**config.mk**
```make
export PLATFORM = sky130hd
export DESIGN_NAME = pipelined_skid_register_flat
export DESIGN_NICKNAME = d
export VERILOG_FILES = /design/src/rtl/pdq_pipe_pkg.sv /design/src/rtl/pipelined_skid_register_if.sv /design/src/rtl/skid_data_reg.sv /design/src/rtl/pipelined_skid_register.sv /design/src/flat_wrapper.sv
export SDC_FILE = /design/constraint.sdc
export NUM_CORES = 1
export LEC_CHECK = 0
export CORE_AREA = 2 2 39 41
export DETAILED_ROUTE_END_ITERATION = 12
export DIE_AREA = 0 0 41 43
export GPL_TIMING_DRIVEN = 0
export SYNTH_ARGS = -nofsm -noshare
export SYNTH_HDL_FRONTEND = slang
export SYNTH_SLANG_ARGS = --single-unit
```
**constraint.sdc**
```tcl
create_clock -name CLK -period 3.85 [get_ports CLK]
set_input_delay 0.9625 -clock CLK [delete_from_list [all_inputs] [get_ports CLK]]
set_output_delay 0.9625 -clock CLK [all_outputs]
set_load 0.01 [all_outputs]
```
**src/rtl/pdq_pipe_pkg.sv**
```systemverilog
// Shared types and constants for the flow-controlled pipeline register.
// Occupancy is carried as a state encoding, so the word count can be decoded from it.
package pdq_pipe_pkg;

    typedef enum logic [1:0] {
        EMPTY = 2'd0,
        BUSY  = 2'd1,
        FULL  = 2'd2
    } skid_state_t;

    localparam int SKID_DEPTH = 2;
    localparam int COUNT_W    = $clog2(SKID_DEPTH + 1);

    // Number of words held in a given state.
    function automatic logic [COUNT_W-1:0] state_count(input skid_state_t s);
        logic [COUNT_W-1:0] n;
        case (s)
            BUSY:    n = COUNT_W'(1);
            FULL:    n = COUNT_W'(2);
            default: n = '0;
        endcase
        return n;
    endfunction

endpackage

```
**src/rtl/pipelined_skid_register_if.sv**
```systemverilog
// Handshake bundle for the skid register: upstream valid/ready/data,
// downstream valid/ready/data, and the occupancy count.
interface pipelined_skid_register_if
    import pdq_pipe_pkg::*;
#(
    parameter int WIDTH = 1
);
    logic [WIDTH-1:0]   I_data;
    logic               I_valid;
    logic               I_ready;
    logic [WIDTH-1:0]   O_data;
    logic               O_valid;
    logic               O_ready;
    logic [COUNT_W-1:0] O_count;

    // The register block itself.
    modport slave (
        input  I_data, I_valid, O_ready,
        output I_ready, O_data, O_valid, O_count
    );

    // Whatever drives the block and consumes its output.
    modport master (
        output I_data, I_valid, O_ready,
        input  I_ready, O_data, O_valid, O_count
    );
endinterface

```
**src/rtl/skid_data_reg.sv**
```systemverilog
// WIDTH-bit data register with load enable and synchronous reset to INIT.
module skid_data_reg #(
    parameter int             WIDTH = 1,
    parameter logic [WIDTH-1:0] INIT  = '0
) (
    input  logic             clk,
    input  logic             i_srst,
    input  logic             i_load,
    input  logic [WIDTH-1:0] i_d,
    output logic [WIDTH-1:0] o_q
);
    logic [WIDTH-1:0] r_q_reg;

    always_ff @(posedge clk) begin
        if (i_srst) begin
            r_q_reg <= INIT;
        end else if (i_load) begin
            r_q_reg <= i_d;
        end
    end

    assign o_q = r_q_reg;
endmodule

```
**src/rtl/pipelined_skid_register.sv**
```systemverilog
// Two-word valid/ready pipeline register: a main register presented downstream
// plus a skid register that absorbs one word when the output stalls.
module pipelined_skid_register
    import pdq_pipe_pkg::*;
#(
    parameter int               WIDTH = 1,
    parameter logic [WIDTH-1:0] INIT  = '0
) (
    input  logic                        CLK,
    input  logic                        RESET,
    pipelined_skid_register_if.slave    bus
);
    skid_state_t      r_state_reg;
    skid_state_t      w_state_next;
    logic             w_in_xfer;
    logic             w_out_xfer;
    logic             w_main_load;
    logic             w_skid_load;
    logic             w_main_from_skid;
    logic [WIDTH-1:0] w_main_d;
    logic [WIDTH-1:0] w_main_q;
    logic [WIDTH-1:0] w_skid_q;

    assign bus.I_ready = (r_state_reg != FULL) & ~RESET;
    assign bus.O_valid = (r_state_reg != EMPTY);
    assign bus.O_count = state_count(r_state_reg);
    assign bus.O_data  = w_main_q;

    assign w_in_xfer  = bus.I_valid & bus.I_ready;
    assign w_out_xfer = bus.O_valid & bus.O_ready;

    always_ff @(posedge CLK) begin
        if (RESET) begin
            r_state_reg <= EMPTY;
        end else begin
            r_state_reg <= w_state_next;
        end
    end

    always_comb begin
        w_state_next     = r_state_reg;
        w_main_load      = 1'b0;
        w_skid_load      = 1'b0;
        w_main_from_skid = 1'b0;
        case (r_state_reg)
            EMPTY: begin
                if (w_in_xfer) begin
                    w_main_load  = 1'b1;
                    w_state_next = BUSY;
                end
            end
            BUSY: begin
                if (w_in_xfer && w_out_xfer) begin
                    w_main_load = 1'b1;
                end else if (w_in_xfer) begin
                    // Output stalled: park the new word behind the main one.
                    w_skid_load  = 1'b1;
                    w_state_next = FULL;
                end else if (w_out_xfer) begin
                    w_state_next = EMPTY;
                end
            end
            FULL: begin
                if (w_out_xfer) begin
                    w_main_load      = 1'b1;
                    w_main_from_skid = 1'b1;
                    w_state_next     = BUSY;
                end
            end
            default: begin
                w_state_next = EMPTY;
            end
        endcase
    end

    assign w_main_d = w_main_from_skid ? w_skid_q : bus.I_data;

    skid_data_reg #(
        .WIDTH (WIDTH),
        .INIT  (INIT)
    ) u_main (
        .clk    (CLK),
        .i_srst (RESET),
        .i_load (w_main_load),
        .i_d    (w_main_d),
        .o_q    (w_main_q)
    );

    skid_data_reg #(
        .WIDTH (WIDTH),
        .INIT  (INIT)
    ) u_skid (
        .clk    (CLK),
        .i_srst (RESET),
        .i_load (w_skid_load),
        .i_d    (bus.I_data),
        .o_q    (w_skid_q)
    );
endmodule

```
**src/flat_wrapper.sv**
```systemverilog
// flat-port wrapper written by rule: the top's interface ports become plain ports
module pipelined_skid_register_flat import pdq_pipe_pkg::*;
#(
    parameter int               WIDTH = 1,
    parameter logic [WIDTH-1:0] INIT  = '0
)
  (CLK, RESET, bus_I_data, bus_I_valid, bus_O_ready, bus_I_ready, bus_O_data, bus_O_valid, bus_O_count);
  pipelined_skid_register_if #(.WIDTH(WIDTH)) bus_i ();
  input  logic CLK;
  input  logic RESET;
  input wire logic [$bits(bus_i.I_data)-1:0] bus_I_data;
  input wire logic [$bits(bus_i.I_valid)-1:0] bus_I_valid;
  input wire logic [$bits(bus_i.O_ready)-1:0] bus_O_ready;
  output wire logic [$bits(bus_i.I_ready)-1:0] bus_I_ready;
  output wire logic [$bits(bus_i.O_data)-1:0] bus_O_data;
  output wire logic [$bits(bus_i.O_valid)-1:0] bus_O_valid;
  output wire logic [$bits(bus_i.O_count)-1:0] bus_O_count;
  assign bus_i.I_data = bus_I_data;
  assign bus_i.I_valid = bus_I_valid;
  assign bus_i.O_ready = bus_O_ready;
  assign bus_I_ready = bus_i.I_ready;
  assign bus_O_data = bus_i.O_data;
  assign bus_O_valid = bus_i.O_valid;
  assign bus_O_count = bus_i.O_count;
  pipelined_skid_register #(.WIDTH(WIDTH), .INIT(INIT)) u_core (.CLK(CLK), .RESET(RESET), .bus(bus_i));
endmodule
```
==> flow_summary.toml, run 1 <==
[outcome]
status = "finished, final reports clean"

[floorplanning]
die_h_microns = 43
core_area_sq_mm = 0.00138
io-pin-count = 10
num_rows = 14
dieArea_sq_mm = 0.00176
initial_core_util = 0.186
die_x_microns = 41

[place]
place_inst = 55
dp_hpwl_microns = 424
place_congestion = 0.679
port_buffers = 9

[clock_network]
cts_setup_buffers = 0
cts_buffers = 3
cts_hold_buf = 0
clk_latency_ps = 230
cts-root-buf = "clkbuf_4"
path_clk_slew_ps = 30
clockBufferDepth = 2
cts_sinks = 4
cts_tree = "yes"
h-tree-depth = 1
cts_resized = 0

[sta]
slew_headroom = 0.820
worstMarginPinSlew_ps = 269
skew_ps = 4.08
finalHoldViolCount = 0
finalSetupViolCount = 0
fmax_mhz = 318
slew_violations = 0
rsz0062_at_grt = "false"
min_period_over_period = 0.817
setup-tns-final_ps = 0
final.min_clock_period_ps = 3150

[route]
wl_per_cell_microns = 10.0
vias_per_cell = 4.38
first_pass_iters = 4
drt_wl_total_microns = 581
drc = 0
vias = 254
ant_nets = 0
drt_iter0_drc = 4

[critical_path]
rr_endpoint = "u_core.u_main.o_q"
worstSetupEndpointType = "output port"
worstSetupPathType = "input port to output port"
crit_path_max_fanout = 7
crit_arrival_ps = 2180
rrSetupSlack_ps = 2540
rr_startpoint = "u_core.r_state_reg[0]"
startpoint_type = "input port"
reg2reg_depth = 4
cp.required_ps = 2890

[cells_and_area]
finalNetCount = 49
stdcell_count = 58
register_area_sq_um = 80.1
syn2layout_area_growth_pct = 51.5
drive_gt1_frac = 0.167
antennaDiodeCount = 0
layout_common_cells = "clkdlybuf4s50_1, nor2_1, dfxtp_1, nor2b_1, clkbuf_4"
fillers = 160
multi_input_area_sq_um = 161
largest_reg_flops = 2
mostFrequentLayoutCell = "clkdlybuf4s50_1"

[yosys]
synth_edf_count = 0
avgSynthCellArea_sq_um = 8.59
yosys_most_used_dff = "dfxtp_1"
yosysSeqAreaShare = 0.311
synth.largest_area_cell = "dfxtp_1"
syn_area_sq_um = 258
async_reset_ff_frac = 0
netlist.area_leader.share = 0.311
syn_inst = 30
synth.distinct_cells = 21
synth.ff_latch_count = 4
synth_nets = 35
yosys-top-cells-area = "dfxtp_1, nor2b_1, nor2_1, and4bb_2, buf_6"
yosysWarnings = 0

[hold_path]
worstHoldEndpoint = "u_core.u_skid.o_q"
worstHoldStart = "u_core.u_skid.o_q"
min_path_cells = 2
min_path_type = "register to register"

[grt]
antenna_found_initial = 0
grt_overflow = 0
grt_pass1_vias = 229
grt_max_degree = 11
grt_pass1_wl_microns = 931
grtUsageTotal = 0.0792

[power_and_ir_drop]
peakVddDrop_uv = 114
p_per_area_mw_per_mm2 = 329
leakagePower_uw = 0.000161
total_power_uw = 129

[run]
maxCapViolCount = 0
-- stage by stage --
| step | setup WS (ps) | area [sq um] | hold slack (ps) | util |
|---|---|---|---|---|
| after detailed placement | 722 | 368 | 497 | 0.266 |
| after global placement | 710 | 368 | 484 | 0.266 |
| after CTS | 715 | 390 | 505 | 0.282 |
| final | 704 | 390 | 496 | 0.282 |
| after floorplan | 1760 | 258 | 461 | - |
| after global routing | 653 | 390 | 543 | 0.282 |
-- power breakdown --
| group | switching [uW] | internal (uW) |
|---|---|---|
| Clock | 15.6 | 34.8 |
| Combinational | 13.4 | 19.5 |
| Sequential | 1.15 | 44.1 |
-- layout make-up --
type	instances	area share
buffer	2	0.0417
clock buffer	3	0.0577
multi-input combinational	24	0.413
sequential	4	0.205
tap	16	0.0513
timing repair buffer	9	0.231
-- kinds of logic (layout without fill, tap and decap cells) --
| family | count (synthesis) | in the layout | share of synthesized area |
|---|---|---|---|
| multiplexers | 1 | 1 | 0.0388 |
| AND/OR/NAND/NOR | 17 | 17 | 0.427 |
| flip-flops | 4 | 4 | 0.311 |
| buffers and inverters | 2 | 14 | 0.0631 |
| AO/OA/AOI/OAI | 6 | 6 | 0.160 |
-- cell usage after synthesis (2+ instances only) --
library cell	instances
dfxtp_1	4
nor2_1	4
nor2b_1	3
a21oi_1	2
-- worst max-delay path by stage --
| stage | start | end | slack [ps] | depth (start not counted) |
|---|---|---|---|---|
| detailed placement | RESET | bus_I_ready | 720 | 3 |
| floorplan | RESET | bus_I_ready | 1760 | 1 |
| finish | RESET | bus_I_ready | 700 | 3 |
| CTS | RESET | bus_I_ready | 710 | 3 |
| global placement | RESET | bus_I_ready | 710 | 3 |
| global route | RESET | bus_I_ready | 650 | 3 |
-- critical path: stages --
cell and delay (ps):
clkdlybuf4s50_1 540, nor2_1 140, clkdlybuf4s50_1 540
-- layer usage --
layer	part of all wire	up-vias	track usage
met5	0	-	0
met4	0	0	0.0600
met2	0.43	8	0.103
met1	0.49	110	0.0990
li1	-	136	-
met3	0.074	0	0.0314
(Power assumes the default switching activity.)
==> inputs of run 2 (changes only) <==
==> constraint.sdc (replaced) <==
create_clock -name CLK -period 2.9 [get_ports CLK]
set_input_delay 0.725 -clock CLK [delete_from_list [all_inputs] [get_ports CLK]]
set_output_delay 0.725 -clock CLK [all_outputs]
set_load 0.01 [all_outputs]
==> results of run 2 <==
The final DEF is identical to that of run 1. Status: finished, final reports clean.
Among the figures that moved: setup slack after placement 722 ps -> 247 ps; setup slack after layout 704 ps -> 229 ps; register-to-register setup slack 2540 ps -> 1590 ps; total power 129 uW -> 171 uW; worst IR drop on VDD 114 uV -> 151 uV
